[config.mk]
export PLATFORM = sky130hd
export DESIGN_NAME = seq_subtractor_param
export DESIGN_NICKNAME = d
export VERILOG_FILES = /design/src/rtl/seq_subtractor_param.sv
export SDC_FILE = /design/constraint.sdc
export NUM_CORES = 1
export LEC_CHECK = 0
export ABC_CLOCK_PERIOD_IN_PS = 18400
export BUFFER_PORTS_ARGS = -buffer_cell sky130_fd_sc_hd__buf_4
export CORE_ASPECT_RATIO = 1.2
export CORE_MARGIN = 10
export CORE_UTILIZATION = 45
export CTS_BUF_LIST = sky130_fd_sc_hd__clkbuf_8
export DETAILED_ROUTE_END_ITERATION = 12
export MAX_ROUTING_LAYER = met4
export PLACE_DENSITY_LB_ADDON = 0.25
export SLEW_MARGIN = 10
export SYNTH_ARGS = -nofsm -noshare
export SYNTH_HDL_FRONTEND = slang
export SYNTH_SLANG_ARGS = --single-unit
export TNS_END_PERCENT = 5
[constraint.sdc]
create_clock -name clk -period 18.4 [get_ports clk]
set_input_delay 3.68 -clock clk [delete_from_list [all_inputs] [get_ports clk]]
set_output_delay 3.68 -clock clk [all_outputs]
set_load 0.03 [all_outputs]
[src/rtl/seq_subtractor_param.sv]
// rtl/seq_subtractor_param.sv - multi-cycle chunked subtractor D = A - B - B_in with start/ready/done handshake
// Optional V/Z flag outputs are enabled by defining SEQ_SUB_FLAGS_EN.
module seq_subtractor_param #(
    parameter int W     = 128,
    parameter int CHUNK = 8
) (
    input  logic         clk,
    input  logic         rst,
    input  logic         start,
    input  logic [W-1:0] A,
    input  logic [W-1:0] B,
    input  logic         B_in,
    output logic         ready,
    output logic         done,
    output logic [W-1:0] D,
    output logic         B_out
`ifdef SEQ_SUB_FLAGS_EN
    ,
    output logic         V,
    output logic         Z
`endif
);

    localparam int N     = W / CHUNK;
    localparam int IDX_W = (N > 1) ? $clog2(N) : 1;

    typedef enum logic {
        IDLE,
        RUN
    } state_t;

    state_t           state_q, state_d;
    logic [IDX_W-1:0] idx_q, idx_d;
    logic [W-1:0]     a_q, a_d;
    logic [W-1:0]     b_q, b_d;
    logic [W-1:0]     d_q, d_d;
    logic             br_q, br_d;
    logic             bout_q, bout_d;
    logic             done_q, done_d;

    logic [31:0]      base;
    logic [CHUNK-1:0] a_chunk;
    logic [CHUNK-1:0] b_chunk;
    logic [CHUNK:0]   diff;
    logic             last;

`ifdef SEQ_SUB_FLAGS_EN
    logic v_q, v_d;
    logic z_q, z_d;
    logic zacc_q, zacc_d;
`endif

    // Single chunk-wide subtract; the MSB of the CHUNK+1 result is the borrow out.
    assign base    = 32'(idx_q) * 32'(CHUNK);
    assign a_chunk = a_q[base +: CHUNK];
    assign b_chunk = b_q[base +: CHUNK];
    assign diff    = {1'b0, a_chunk} - {1'b0, b_chunk} - {{CHUNK{1'b0}}, br_q};
    assign last    = (idx_q == IDX_W'(N - 1));

    always_comb begin
        state_d = state_q;
        idx_d   = idx_q;
        a_d     = a_q;
        b_d     = b_q;
        d_d     = d_q;
        br_d    = br_q;
        bout_d  = bout_q;
        done_d  = 1'b0;
`ifdef SEQ_SUB_FLAGS_EN
        v_d     = v_q;
        z_d     = z_q;
        zacc_d  = zacc_q;
`endif
        case (state_q)
            IDLE: begin
                if (start) begin
                    a_d     = A;
                    b_d     = B;
                    br_d    = B_in;
                    d_d     = '0;
                    bout_d  = 1'b0;
                    idx_d   = '0;
                    state_d = RUN;
`ifdef SEQ_SUB_FLAGS_EN
                    v_d     = 1'b0;
                    z_d     = 1'b0;
                    zacc_d  = 1'b1;
`endif
                end
            end
            RUN: begin
                d_d[base +: CHUNK] = diff[CHUNK-1:0];
                br_d               = diff[CHUNK];
`ifdef SEQ_SUB_FLAGS_EN
                zacc_d = zacc_q & (diff[CHUNK-1:0] == '0);
`endif
                if (last) begin
                    bout_d  = diff[CHUNK];
                    done_d  = 1'b1;
                    idx_d   = '0;
                    state_d = IDLE;
`ifdef SEQ_SUB_FLAGS_EN
                    // diff[CHUNK-1] of the top chunk is the sign bit of the result.
                    v_d = (a_q[W-1] != b_q[W-1]) & (diff[CHUNK-1] != a_q[W-1]);
                    z_d = zacc_d;
`endif
                end else begin
                    idx_d = idx_q + 1'b1;
                end
            end
            default: state_d = IDLE;
        endcase
    end

    always_ff @(posedge clk or posedge rst) begin
        if (rst) begin
            state_q <= IDLE;
            idx_q   <= '0;
            a_q     <= '0;
            b_q     <= '0;
            d_q     <= '0;
            br_q    <= 1'b0;
            bout_q  <= 1'b0;
            done_q  <= 1'b0;
        end else begin
            state_q <= state_d;
            idx_q   <= idx_d;
            a_q     <= a_d;
            b_q     <= b_d;
            d_q     <= d_d;
            br_q    <= br_d;
            bout_q  <= bout_d;
            done_q  <= done_d;
        end
    end

`ifdef SEQ_SUB_FLAGS_EN
    always_ff @(posedge clk or posedge rst) begin
        if (rst) begin
            v_q    <= 1'b0;
            z_q    <= 1'b0;
            zacc_q <= 1'b0;
        end else begin
            v_q    <= v_d;
            z_q    <= z_d;
            zacc_q <= zacc_d;
        end
    end

    assign V = v_q;
    assign Z = z_q;
`endif

    assign ready = (state_q == IDLE);
    assign done  = done_q;
    assign D     = d_q;
    assign B_out = bout_q;

endmodule

==> flow_summary.json, run 1 <==
{
  "synthesis.area_sq_um": 17400,
  "worst_pin_slew_ns": 1.15,
  "synth_top_area_share_pct": 56.4,
  "finalSetupTns_ns": 0,
  "dominantRegCellSynth": "dfrtp_1",
  "slew_violations": 0,
  "grt_pass1_wl_um": 82200,
  "cts_resized": 0,
  "drc": 0,
  "vdd_drop_max_mv": 0.401,
  "gp_congestion": 0.857,
  "fin_worst_skew_ns": 0.0229,
  "hpwl_um": 37800,
  "antenna_found_initial": 2,
  "track_usage_pct": 23.0,
  "cts-root-buf": "clkbuf_8",
  "syn_area_per_cell_sq_um": 9.70,
  "clkTransAtPathRegs_ns": 0.06,
  "cts_hold_buf": 0,
  "setup-violations-final": 0,
  "core_sq_um": 38000,
  "yosysSeqAreaShare_pct": 56.4,
  "relSlewSlack_pct": 23.1,
  "grt_use_met1_pct": 29.6,
  "num_vias": 13936,
  "powerDensity_nw_per_um2": 218,
  "met3_usage_pct": 3.84,
  "synthTopCellsByArea": "dfrtp_1, nand2_1, mux4_2",
  "layout_common_cells": "nand2_1, buf_4, dfrtp_1",
  "yosysWarnings": 0,
  "cts_tree": "built",
  "leakage_nw": 11.3,
  "via_per_inst": 5.23,
  "final_cells": 2667,
  "worstHoldPathType": "reg -> reg",
  "fin_crit_sh_pct": 34.7,
  "critical_path.cell_chain": "buf_4, nor2b_4, buf_4, buf_4, nand2_1, nand2_1",
  "grt_overflow": 0,
  "holdWs_ns": 0.464,
  "cp-start-kind": "input port",
  "layout-drive-gt1-share_pct": 26.5,
  "insertion_delay_ns": 0.62,
  "async_flop_share_pct": 100,
  "cts_max_level": 2,
  "drt-pass1-iter-count": 5,
  "post_drt_wl_per_cell_um": 19.9,
  "route.final.wire_length_um": 53000,
  "ant_nets": 0,
  "synth_fp_nets": 2072,
  "total_power_mw": 4.76,
  "grt_use_met2_pct": 36.6,
  "drt-initial-drc-count": 1169,
  "outcome": "finished clean",
  "io_buffers": 390,
  "crit_type": "in -> reg",
  "synthToLayoutAreaGrowth_pct": 25.3,
  "synth_cell_types": 53,
  "rsz0062_at_grt": "no",
  "fill_cells": 3368,
  "path_delay_family": "buffers and inverters",
  "start_util_pct": 45.8,
  "cts_buffer_depth": 3,
  "cp_max_fo": 109,
  "dp_cells": 2557,
  "max_stage_delay_ns": 0.94,
  "dieArea_sq_um": 46900,
  "synth-seq-cells": 392,
  "cts_inserted_buffers": 61,
  "die_y_um": 235,
  "die_x_um": 199,
  "finalInstanceArea_sq_um": 21800,
  "placed_cell_area_sq_um": 20600,
  "fin_nets": 2419,
  "critPathBufInv": 3,
  "worst_path_most_repeated_cell": "buf_4",
  "layout_commonest_cell": "nand2_1",
  "postCtsSetupBuffers": 0,
  "cp.required_ns": 18.96,
  "cpMaxStageDelayCell": "buf_4",
  "synth_top_area_cell": "dfrtp_1",
  "grt_pass1_vias": 14473,
  "grt_max_degree": 202,
  "synth_cells": 1793,
  "hold_viol": 0,
  "worstPathArrival_ns": 6.95,
  "cts.sinks": 392,
  "min_period_ns": 6.39,
  "rows": 78,
  "io_pins": 391,
  "fmaxAchievable_mhz": 156,
  "drv_cap": 0,
  "endpoint_kind": "flip-flop",
  "synth_edf_count": 0,
  "busiest_layer": "met2"
}
==> final timing paths <==
check,start,end,slack (ns),cells after the start
worst max-delay path,start,a_q[40],12.01,6
worst min-delay path,b_q[125],b_q[125],0.46,2
worst max register to register,idx_q[0],D[111],12.59,13
worst min register to register,b_q[125],b_q[125],0.46,2
max in group asynchronous,rst,idx_q[1],13.52,3
min in group asynchronous,rst,b_q[5],3.19,2
==> flip-flops by register name, summed over array words and instances (netlist names) <==
| signal | count |
|---|---|
| state_q | 1 |
| a_q | 128 |
| B_out | 1 |
| br_q | 1 |
| b_q | 128 |
| idx_q | 4 |
| done | 1 |
| D | 128 |
==> layer usage <==
layer	up-vias	wire length (um)	share of wire [%]
met5	-	0	0
met4	0	1290	2.4
met3	82	3680	6.9
met2	492	26300	50
met1	6774	21800	41
li1	6588	-	-
==> cell usage after synthesis (2+ instances only) <==
master and instances:
o21ai_2 10, nand2b_1 6, o31ai_1 2, a21o_1 2, buf_1 18, fa_1 2, mux4_2 76, nand2_1 818
mux2i_1 8, nor2b_1 4, xnor2_1 4, nand3_1 129, o21ai_0 117, buf_6 3, a21oi_1 8, or3_1 4
mux2_2 2, o211ai_1 2, ha_1 17, o21bai_1 2, buf_2 9, nor2_1 12, a211oi_1 3, o21ai_1 2
clkbuf_1 84, inv_1 27, dfrtp_1 392, nor3_1 4, and3_1 2
==> through the flow <==
stage,worst slack (ns),util [%]
2_1_floorplan,3.82,-
3_3_place_gp,11.49,54.2
3_5_place_dp,11.36,54.2
4_1_cts,12.01,57.4
5_1_grt,11.71,57.4
6_report,12.01,57.4
==> worst min-delay path, stage by stage, from the launching register on <==
cell	delay [ns]
dfrtp_1	0.33
nand2_1	0.05
nand2_1	0.05
==> cell type report <==
cell class              instances  area (sq um)  area share (%)
multi-input cells            1258          7020            32.2
well taps                     480           601            2.76
clock buffers                  75          1030            4.74
flip-flops and latches        392          9820            45.1
inverters                      28           113           0.517
diodes                          2          5.00          0.0230
repair buffers                399          3020            13.9
clock inverters                33           179           0.821
==> cell families after synthesis <==
family / count (synthesis) / share of synthesized area [%]
and+or+nand+nor: 989 / 22.8
DFF: 392 / 56.4
AOI/OAI and AO/OA: 155 / 5.06
buffers and inverters: 143 / 3.29
muxes: 89 / 10.7
adders and majority gates: 19 / 1.45
xor gates and xnor gates: 6 / 0.345
==> power by group <==
part           leakage, nW  switching, mW  total (mW)  internal (mW)
registers             5.04          0.254        1.48           1.23
clock network        0.730          0.331       0.723          0.391
logic                 5.51           1.66        2.56          0.899
Note: power is estimated with default switching activity, not from simulation.
==> run 2, diff against run 1 <==
ABC_AREA = 1   (was unset)
ABC_CLOCK_PERIOD_IN_PS = 6600   (was 18400)
clock period = 6.6 ns   (was 18.4 ns; I/O delays follow)
==> flow_summary.json, run 2 <==
{
  "outcome": "finished clean",
  "cp-start-kind": "flip-flop",
  "post_drt_wl_per_cell_um": 19.1,
  "final_cells": 3066,
  "layout-drive-gt1-share_pct": 21.5,
  "dp_cells": 2955,
  "yosysWarnings": 0,
  "postLayoutCoreUtil_pct": 57.3,
  "cp_max_fo": 190,
  "vdd_drop_max_mv": 0.584,
  "finalSetupTns_ns": 0,
  "fin_worst_skew_ns": 0.0284,
  "endpoint_kind": "flip-flop",
  "syn_area_per_cell_sq_um": 8.26,
  "insertion_delay_ns": 0.64,
  "yosysMostFrequentCell": "nand2_1",
  "cpMaxStageDelayCell": "buf_12",
  "die_x_um": 201,
  "via_per_inst": 5.19,
  "cts_buffer_depth": 3,
  "synth_edf_count": 0,
  "drc": 0,
  "cts_inserted_buffers": 61,
  "grt_max_degree": 310,
  "worstHoldPathType": "reg -> reg",
  "track_usage_pct": 24.4,
  "regToRegSetupSlack_ns": 2.29,
  "grt_pass1_vias": 16004,
  "powerDensity_nw_per_um2": 615,
  "synth_cells": 2152,
  "synth_top_area_cell": "dfrtp_1",
  "fmaxAchievable_mhz": 232,
  "start_util_pct": 45.7,
  "gp_congestion": 0.860,
  "hold_viol": 0,
  "cts_max_level": 2,
  "fin_crit_sh_pct": 65.3,
  "worstPathArrival_ns": 4.81,
  "drt-initial-drc-count": 1414,
  "grt_overflow": 0,
  "yosysSeqAreaShare_pct": 55.2,
  "synth_cell_types": 44,
  "grt_pass1_wl_um": 90900,
  "dominantRegCellSynth": "dfrtp_1",
  "synthTopCellsByArea": "dfrtp_1, nand2_1, o21ai_0",
  "drv_cap": 0,
  "die_y_um": 238,
  "r2r_cells": 16,
  "relSlewSlack_pct": 2.71,
  "fin_nets": 2771,
  "rsz0062_at_grt": "no",
  "holdWs_ns": 0.464,
  "critical_path_depth": 16,
  "crit_path_end": "D[78]",
  "core_sq_um": 38900,
  "rows": 79,
  "reg2reg_to": "D[78]",
  "clkTransAtPathRegs_ns": 0.06,
  "path_delay_family": "compound AO/OA/AOI/OAI gates",
  "synth_top_area_share_pct": 55.2,
  "hpwl_um": 42300,
  "io_pins": 391,
  "io_buffers": 390,
  "critical_path.cell_chain": "buf_12, a21oi_1, o21ai_0, nand2_1, a21oi_1, a32oi_1, fa_1, fa_1, nand2_1, a21o_1, a21oi_1, o21ai_0, xor2_1, nor2_1, nand2_1, o21ai_0",
  "min_period_ns": 4.31,
  "route.final.wire_length_um": 58700,
  "synthToLayoutAreaGrowth_pct": 25.6,
  "cts_resized": 0,
  "cts_hold_buf": 0,
  "critPathBufInv": 1,
  "layout_common_cells": "nand2_1, buf_4, dfrtp_1",
  "cts.sinks": 392,
  "ant_nets": 0,
  "cp.required_ns": 7.10,
  "num_vias": 15921,
  "reg2reg_from": "idx_q[0]",
  "max_stage_delay_ns": 0.55,
  "dieArea_sq_um": 47900,
  "setup-violations-final": 0,
  "cp-startpoint": "idx_q[0]",
  "cts-root-buf": "clkbuf_8",
  "drt-pass1-iter-count": 5,
  "worst_pin_slew_ns": 1.46,
  "layout_commonest_cell": "nand2_1",
  "synth-seq-cells": 392,
  "postCtsSetupBuffers": 0,
  "ys_top_cells_by_count": "nand2_1, dfrtp_1, o21ai_0, inv_1, clkbuf_1",
  "crit_type": "reg -> reg",
  "synthesis.area_sq_um": 17800,
  "antenna_found_initial": 1,
  "cts_tree": "built",
  "async_flop_share_pct": 100,
  "slew_violations": 0,
  "leakage_nw": 11.6,
  "synth_fp_nets": 2431
}
## run 2: cell types whose count changed in the layout (fill, tap and decap cells not counted), sizes merged, moves of 9 or more
cell / previous run / this run
inv: 57 / 181
a21oi: 8 / 83
o22ai: 1 / 13
nand3: 129 / 74
o2111ai: 0 / 21
nor2: 13 / 65
mux4: 76 / 0
o21ai: 129 / 294
nand4: 1 / 28
nand2: 818 / 829
a31oi: 0 / 10
mux2i: 9 / 0
## run 2: kinds of logic after synthesis
| group | after synthesis | share of synthesized area, % |
|---|---|---|
| and+or+nand+nor | 1008 | 23.2 |
| AOI/OAI and AO/OA | 439 | 13.3 |
| DFF | 392 | 55.2 |
| buffers and inverters | 289 | 6.54 |
| adders and majority gates | 19 | 1.42 |
| xor gates and xnor gates | 5 | 0.394 |
## run 2: where the power goes
group | internal [mW] | switching (mW)
Sequential | 3.44 | 0.543
Clock | 1.23 | 0.951
Combinational | 2.19 | 5.38
Total | 6.86 | 6.88
## run 2: how the worst min path moves through the flow
stage                   from       end  slack, ns  cells after the start
floorplan            b_q[12]   b_q[12]       0.43                      2
global placement     b_q[14]   b_q[14]       0.45                      2
detailed placement   b_q[15]   b_q[15]       0.45                      2
CTS                  b_q[15]   b_q[15]       0.47                      2
global route        a_q[102]  a_q[102]       0.49                      2
finish              a_q[108]  a_q[108]       0.46                      2
## run 2: final cells by class
class	count	area, sq um
Fill cell	3627	16600
Clock buffer	83	1140
Sequential cell	392	9810
Multi-Input combinational cell	1471	6820
Inverter	164	634
Timing Repair Buffer	402	3070
Tap cell	526	658
Antenna cell	1	2.50
Clock inverter	27	191
## run 2: through the flow
stage | instance area, sq um | power, mW | worst slack (ns)
after global routing | 22300 | 14.7 | 2.09
after detailed placement | 21000 | 11.6 | 2.34
after CTS | 22300 | 13.8 | 2.33
final | 22300 | 13.7 | 2.29
after global placement | 21000 | 11.4 | 2.46
after floorplan | 17800 | 9.09 | 0.00613
## run 2: per-layer routing
| metal | vias up | share of wire, % | GRT usage, % |
|---|---|---|---|
| met5 | - | 0 | - |
| met4 | 0 | 2.4 | 6.80 |
| met3 | 103 | 5.9 | 4.16 |
| met2 | 609 | 50 | 40.3 |
| met1 | 7571 | 42 | 30.5 |
| li1 | 7638 | - | - |
## run 2: worst reg2reg max path, cell delays in order (launching register included)
cell and delay (ns):
dfrtp_4 0.46, buf_12 0.55, a21oi_1 0.28, o21ai_0 0.10
nand2_1 0.11, a21oi_1 0.17, a32oi_1 0.15, fa_1 0.50
fa_1 0.45, nand2_1 0.10, a21o_1 0.16, a21oi_1 0.07
o21ai_0 0.23, xor2_1 0.42, nor2_1 0.15, nand2_1 0.15
o21ai_0 0.11
